File: src/rtl/shift_seq_ctrl.sv
// Serial shift sequencer: accepts one request, shifts one bit per clock, returns Y and taint union.
// Latency n+1 cycles from accept; in_ready low while busy, result held until out_ready.
module shift_seq_ctrl #(
  parameter int WIDTH   = 8,
  parameter int SHW     = 4,
  parameter int TAINT_W = 32
) (
  input  logic               clk,
  input  logic               rst,
  input  logic               in_valid,
  output logic               in_ready,
  input  logic [WIDTH-1:0]   in_a,
  input  logic [TAINT_W-1:0] in_a_t,
  input  logic [SHW-1:0]     in_b,
  input  logic [TAINT_W-1:0] in_b_t,
  input  logic [1:0]         in_op,
  output logic               out_valid,
  input  logic               out_ready,
  output logic [WIDTH-1:0]   out_y,
  output logic [TAINT_W-1:0] out_y_t,
  output logic               busy
);

  localparam int CW = $clog2(WIDTH + 1);

  typedef enum logic [1:0] {IDLE, SHIFT, DONE} state_e;

  state_e               state_q, state_d;
  logic [WIDTH-1:0]     work_q, work_d, step;
  logic [1:0]           op_q, op_d;
  logic [TAINT_W-1:0]   yt_q, yt_d;
  logic [CW-1:0]        cnt_q, cnt_d, n_eff;
  logic                 accept;

  assign accept = in_valid && in_ready;

  // Rotations wrap modulo WIDTH; plain shifts saturate at WIDTH so the counter never wraps.
  always_comb begin
    if (in_op == 2'd3) begin
      n_eff = CW'(int'(in_b) % WIDTH);
    end else if (int'(in_b) >= WIDTH) begin
      n_eff = CW'(WIDTH);
    end else begin
      n_eff = CW'(in_b);
    end
  end

  always_comb begin
    step = work_q;
    case (op_q)
      2'd0: step = {work_q[WIDTH-2:0], 1'b0};
      2'd1: step = {1'b0, work_q[WIDTH-1:1]};
      2'd2: step = {work_q[WIDTH-1], work_q[WIDTH-1:1]};
      2'd3: step = {work_q[WIDTH-2:0], work_q[WIDTH-1]};
      default: step = work_q;
    endcase
  end

  always_ff @(posedge clk) begin
    if (rst) begin
      state_q <= IDLE;
    end else begin
      state_q <= state_d;
    end
  end

  always_comb begin
    state_d = state_q;
    case (state_q)
      IDLE:    if (accept) state_d = (n_eff == '0) ? DONE : SHIFT;
      SHIFT:   if (cnt_q == CW'(1)) state_d = DONE;
      DONE:    if (out_ready) state_d = IDLE;
      default: state_d = IDLE;
    endcase
  end

  always_comb begin
    in_ready  = (state_q == IDLE);
    out_valid = (state_q == DONE);
    busy      = (state_q == SHIFT) || (state_q == DONE);
  end

  always_comb begin
    work_d = work_q;
    op_d   = op_q;
    yt_d   = yt_q;
    cnt_d  = cnt_q;
    if (accept) begin
      work_d = in_a;
      op_d   = in_op;
      yt_d   = in_a_t | in_b_t;
      cnt_d  = n_eff;
    end else if (state_q == SHIFT) begin
      work_d = step;
      cnt_d  = cnt_q - CW'(1);
    end
  end

  always_ff @(posedge clk) begin
    if (rst) begin
      work_q <= '0;
      op_q   <= '0;
      yt_q   <= '0;
      cnt_q  <= '0;
    end else begin
      work_q <= work_d;
      op_q   <= op_d;
      yt_q   <= yt_d;
      cnt_q  <= cnt_d;
    end
  end

  assign out_y   = work_q;
  assign out_y_t = yt_q;

endmodule

File: config.mk
export PLATFORM = sky130hd
export DESIGN_NAME = shift_seq_ctrl
export DESIGN_NICKNAME = d
export VERILOG_FILES = /design/src/rtl/shift_seq_ctrl.sv
export SDC_FILE = /design/constraint.sdc
export NUM_CORES = 1
export LEC_CHECK = 0
export CAP_MARGIN = 25
export CORE_MARGIN = 4
export CORE_UTILIZATION = 55
export CTS_CLUSTER_DIAMETER = 40
export DETAILED_ROUTE_END_ITERATION = 6
export DONT_BUFFER_PORTS = 1
export PLACE_DENSITY = 0.84
export SYNTH_ARGS = -nofsm -noshare
export SYNTH_HDL_FRONTEND = slang
export SYNTH_SLANG_ARGS = --single-unit
File: constraint.sdc
create_clock -name clk -period 1.6 [get_ports clk]
set_input_delay 0.16 -clock clk [delete_from_list [all_inputs] [get_ports clk]]
set_output_delay 0.16 -clock clk [all_outputs]
set_load 0.02 [all_outputs]
After elaboration in Yosys (flattened, before gate mapping) --
Cells that the tools add are included.
Operators by class: equality and inequality tests 11, div/mod/pow operators 0, muxes and demuxes 12, bitwise logic cells 1, magnitude comparators 1, reduce and logical (&&, ||, !) cells 8, shift operators 0, $add $sub $neg 1, $mul 0
Operator list (count):
- 32-bit OR | 1
- 8-bit one-hot mux with 4 select lines | 1
- 4-bit two-way mux | 4
- 8-bit two-way mux | 2
- 2-bit == test (second input constant) | 4
- 2-bit two-way mux | 4
- 2-bit one-hot mux with 3 select lines | 1
- 2-bit by 1-bit == test with 1-bit output (second input constant) | 2
- 4-bit by 1-bit == test with 1-bit output (second input constant) | 1
- 4-bit >= comparator (second input constant) | 1
- 2-bit logical NOT | 2
- 4-bit logical NOT | 1
- 2-bit by 1-bit inequality test with 1-bit output (second input constant) | 2
- 2-bit inequality test (second input constant) | 2
- 4-bit by 1-bit subtractor with 4-bit output (second input constant) | 1
- 3-bit AND reduction | 1
- 2-bit AND reduction | 1
- 2-bit nonzero test | 1
- 1-bit logical AND | 1
- 1-bit logical OR | 1
Storage, ports and cells: bits in registers 48, bits in writable memories 0, bits in read-only memories 0, word-level logic and storage cells 40, input port bits 82, bits in latches 0, memories 0, output and inout bits 43

Depth between registers and ports, before layout --
depth in word-level cells 7, depth in mapped cells 7

Worst setup path before layout --
No wires, ideal clock.
kind register to register, start register state_q[0], end register yt_q[29] (netlist: out_y_t[29]), setup slack -0.073 ns, path buffers 2, data arrival time 1.595 ns, period minus slack after synthesis 1.673 ns, stages on the path, launching flop included 8, path through dfxtp_1 inv_1 ha_1 and2_1 clkbuf_1 clkbuf_1 nor2_1 nor3_1
On the way: longest elaborated chain between the ends 2
Ends and longest elaborated chain:
- start, declared | RTL line 28 | state_e state_q, state_d;
- start signal, assigned | RTL line 63 | state_q <= state_d;
- 2-bit logical NOT | RTL line 78 | in_ready = (state_q == IDLE);
- via in_ready | RTL line 11 | output logic in_ready,
- 1-bit logical AND | RTL line 35 | assign accept = in_valid && in_ready;
- end signal, assigned | RTL line 108 | yt_q <= yt_d;
- end, declared | RTL line 31 | logic [TAINT_W-1:0] yt_q, yt_d;
The timed path passes the listed nets, and every way through them passes these cells. A chain may end at the register's enable or synchronous reset.

Worst setup path after layout --
start register cnt_q[1], end register state_q[1]
On the way: longest elaborated chain between the ends 3
Ends and longest elaborated chain:
- start, declared | RTL line 32 | logic [CW-1:0] cnt_q, cnt_d, n_eff;
- start signal, assigned | RTL line 109 | cnt_q <= cnt_d;
- 4-bit by 1-bit == test with 1-bit output | RTL line 71 | SHIFT: if (cnt_q == CW'(1)) state_d = DONE;
- 2-bit inequality test (no line)
- 3-bit AND reduction (no line)
Every way passes these cells.

==> flow_metrics.tcl <==
set metrics [dict create \
    detail_placement_hpwl_um 3470 \
    vdd_ir_drop_max_mv 1.06 \
    clock_slew_seen_by_the_registers_of_the_worst_setup_and_hold_paths_ps 80 \
    result_of_the_run "finished, violations left" \
    worst_pin_slew_ps 466 \
    globalRouteOverflowTotal 0 \
    max_freq_ghz 0.611 \
    dominantRegCellSynth "sky130_fd_sc_hd__dfxtp_1" \
    wirelength_um 4930 \
    largest_net_degree_at_the_start_of_global_routing 48 \
    grt_util_all_layers_pct 19.2 \
    finalNetCount 346 \
    synthMostInstantiatedCell "sky130_fd_sc_hd__nor3_1" \
    dieArea_um2 4940 \
    cts.path.max_buffers 2 \
    synth_top_cell_area_share_pct 45.1 \
    worst_hold_startpoint "in_a[2]" \
    drcViolationCount 0 \
    tritoncts_buffer_count 5 \
    number_of_drc_markers_in_iteration_0 110 \
    synthTopCellsByCount "68 x sky130_fd_sc_hd__nor3_1, 48 x sky130_fd_sc_hd__dfxtp_1, 41 x sky130_fd_sc_hd__nor2_1" \
    antenna_cells_inserted 0 \
    synth_area_um2 2130 \
    power.leakage_nw 0.894 \
    route.detailed.vias_per_inst 5.89 \
    die_w_um 70.3 \
    p_seq_share_pct 47.4 \
    yosys.cell_types.count 35 \
    setup.worst_path.end_class "register" \
    power.density_cell_area_nw_per_um2 1990 \
    worst_slack_ps -37.9 \
    post_synth_edffs 0 \
    netlist_instances 256 \
    crit-reg2reg-launch "cnt_q[1]" \
    grt_antenna_before_repair 0 \
    wl_per_cell_um 16.0 \
    grt_setup_unrepaired "yes" \
    critical_path_required_ps 1790 \
    worstHoldPathType "in -> reg" \
    core-area_um2 3720 \
    die_height_um 70.3 \
    synth_sequential_area_ratio_pct 45.1 \
    ff_latch_count_synth 48 \
    layout_worst_path_cycle_share_pct 102 \
    critPathLaunch "cnt_q[1]" \
    worst_clock_skew_ps 6.79 \
    cts_num_sinks 48 \
    area_growth_syn_to_layout_pct 13.7 \
    syn_avg_cell_area_um2 8.33 \
    finish.utilization_pct 65.2 \
    kind_of_start_point_of_the_critical_path "register" \
    detailroute.via_count 1815 \
    clk_root_buffer_cell "sky130_fd_sc_hd__clkbuf_8" \
    grt_pass1_vias 1771 \
    intPower_mw 2.77 \
    port_buffers 0 \
    arrival_time_worst_endpoint_ps 1820 \
    drive_gt1_share_pct 13.8 \
    netSwitchingPower_mw 2.04 \
    dominant_cell_type_by_area_after_synthesis "sky130_fd_sc_hd__dfxtp_1" \
    start_util_pct 57.4 \
    critical_path_peak_fanout 2 \
    power.share.clock_pct 15.2 \
    core.rowCount 22 \
    p_comb_share_pct 37.4 \
    drv_slew 0 \
    maxCapViolCount 0 \
    antenna_violating_nets_post_route 0 \
    postSynthNetCount 343 \
    clock_latency_ps 290 \
    clock_h_tree_levels 2 \
    wire_length_of_the_first_global_routing_pass_um 7760 \
    final-hold-violation-count 0 \
    ys_async_sr_fraction_pct 0 \
    tritoncts "built" \
    yosysWarnings 0 \
    setup_total_negative_slack_ps -58.7 \
    p_sw_share_pct 42.4 \
    drt_first_pass_iters 4 \
    timing.slew.headroom_pct 68.8 \
    synth.area.top_cells "sky130_fd_sc_hd__dfxtp_1 45%, sky130_fd_sc_hd__nor3_1 16%, sky130_fd_sc_hd__nor2_1 7.2%, sky130_fd_sc_hd__ha_1 2.9%, sky130_fd_sc_hd__o41ai_1 2.9%" \
    violations "setup timing" \
    gp_routability_congestion 0.789 \
    setup.worst_path.class "reg -> reg" \
    pin_count 125 \
    report.final.setup_viol 2 \
    finalCriticalPeriod_ps 1640 \
]
## area by class of cell
type | instances | area (um2)
flip-flops and latches | 48 | 963
clock buffers | 6 | 82.6
inverters | 6 | 22.5
fillers | 336 | 1290
clock inverters | 2 | 15.0
multi-input cells | 183 | 1110
repair buffers | 15 | 168
well taps | 48 | 60.1
## worst paths after layout
| kind | endpoint | slack [ps] | depth (start not counted) |
|---|---|---|---|
| setup reg to reg | state_q[1] | -40 | 5 |
| setup / recovery | state_q[1] | -40 | 5 |
| hold reg to reg | op_q[1] | 570 | 2 |
| hold / removal | out_y[2] | 10 | 2 |
## cells by family after synthesis
group,synth area share (%)
xor+xnor,1.58
mux,3.87
flops,45.1
compound gates,9.16
buf+inv,4.58
simple gates,32.8
fa+ha+maj,2.93
## critical path, stage by stage (launching register included)
cell and delay (ps):
sky130_fd_sc_hd__dfxtp_2 330, sky130_fd_sc_hd__inv_2 70, sky130_fd_sc_hd__ha_4 120, sky130_fd_sc_hd__or3b_1 360
sky130_fd_sc_hd__a221o_1 360, sky130_fd_sc_hd__a2111oi_2 300
## metrics by stage
stage | std cells | setup slack, ps | instance area, um2 | hold slack [ps] | total power, mW
after CTS | 307 | -76.6 | 2400 | 6.25 | 4.81
after detailed placement | 295 | -162 | 2230 | 236 | 3.99
after global placement | 295 | -4.28 | 2230 | 235 | 3.91
final | 308 | -37.9 | 2420 | 14.7 | 4.82
after global routing | 308 | -90.7 | 2420 | 11.5 | 5.17
after floorplan | 256 | 10.7 | 2130 | 296 | 3.52
## registers in the layout (all words and copies together), names as in the netlist
name,count
cnt_q,4
op_q,2
out_y,8
out_y_t,32
state_q,2
## what timing repair did
item                                    4_1_cts  5_1_grt
endpoints found under the setup margin        2        7
endpoints found under the hold margin        47        0
resized for setup                             6        4
hold buffers                                  3        0
gates cloned                                  0        0
pin swaps                                     2        2
buffers inserted                              1        1
## power groups by stage
stage	clock, mW	sequential (mW)	combinational, mW
6_report	0.734	2.28	1.80
5_1_grt	0.813	2.34	2.01
4_1_cts	0.762	2.29	1.76
3_5_place_dp	0	2.30	1.69
3_3_place_gp	0	2.29	1.63
2_1_floorplan	0	2.21	1.30
## routing by layer
| layer | wire length (um) | share of wire, % | track usage (%) | up-vias |
|---|---|---|---|---|
| li1 | - | - | - | 905 |
| met1 | 1910 | 39 | 20.5 | 818 |
| met2 | 2470 | 50 | 34.4 | 86 |
| met3 | 485 | 9.8 | 6.76 | 6 |
| met4 | 57 | 1.2 | 7.23 | 0 |
| met5 | 0 | 0 | 0 | - |
## cells in the final DEF, fill, tap and decap left out, types with 4 or more instances in the layout
master,Yosys,final
sky130_fd_sc_hd__nor3_1,68,68
sky130_fd_sc_hd__dfxtp_1,48,46
sky130_fd_sc_hd__nor2_1,41,41
sky130_fd_sc_hd__buf_4,1,9
sky130_fd_sc_hd__nand3b_1,8,8
sky130_fd_sc_hd__nand2_1,7,7
sky130_fd_sc_hd__nand2b_1,7,7
sky130_fd_sc_hd__a21oi_1,6,6
sky130_fd_sc_hd__mux2i_1,6,6
sky130_fd_sc_hd__o41ai_1,7,6
sky130_fd_sc_hd__clkbuf_8,0,6
sky130_fd_sc_hd__inv_1,6,5
sky130_fd_sc_hd__buf_12,0,4
Power figures use the tool's default switching activity.
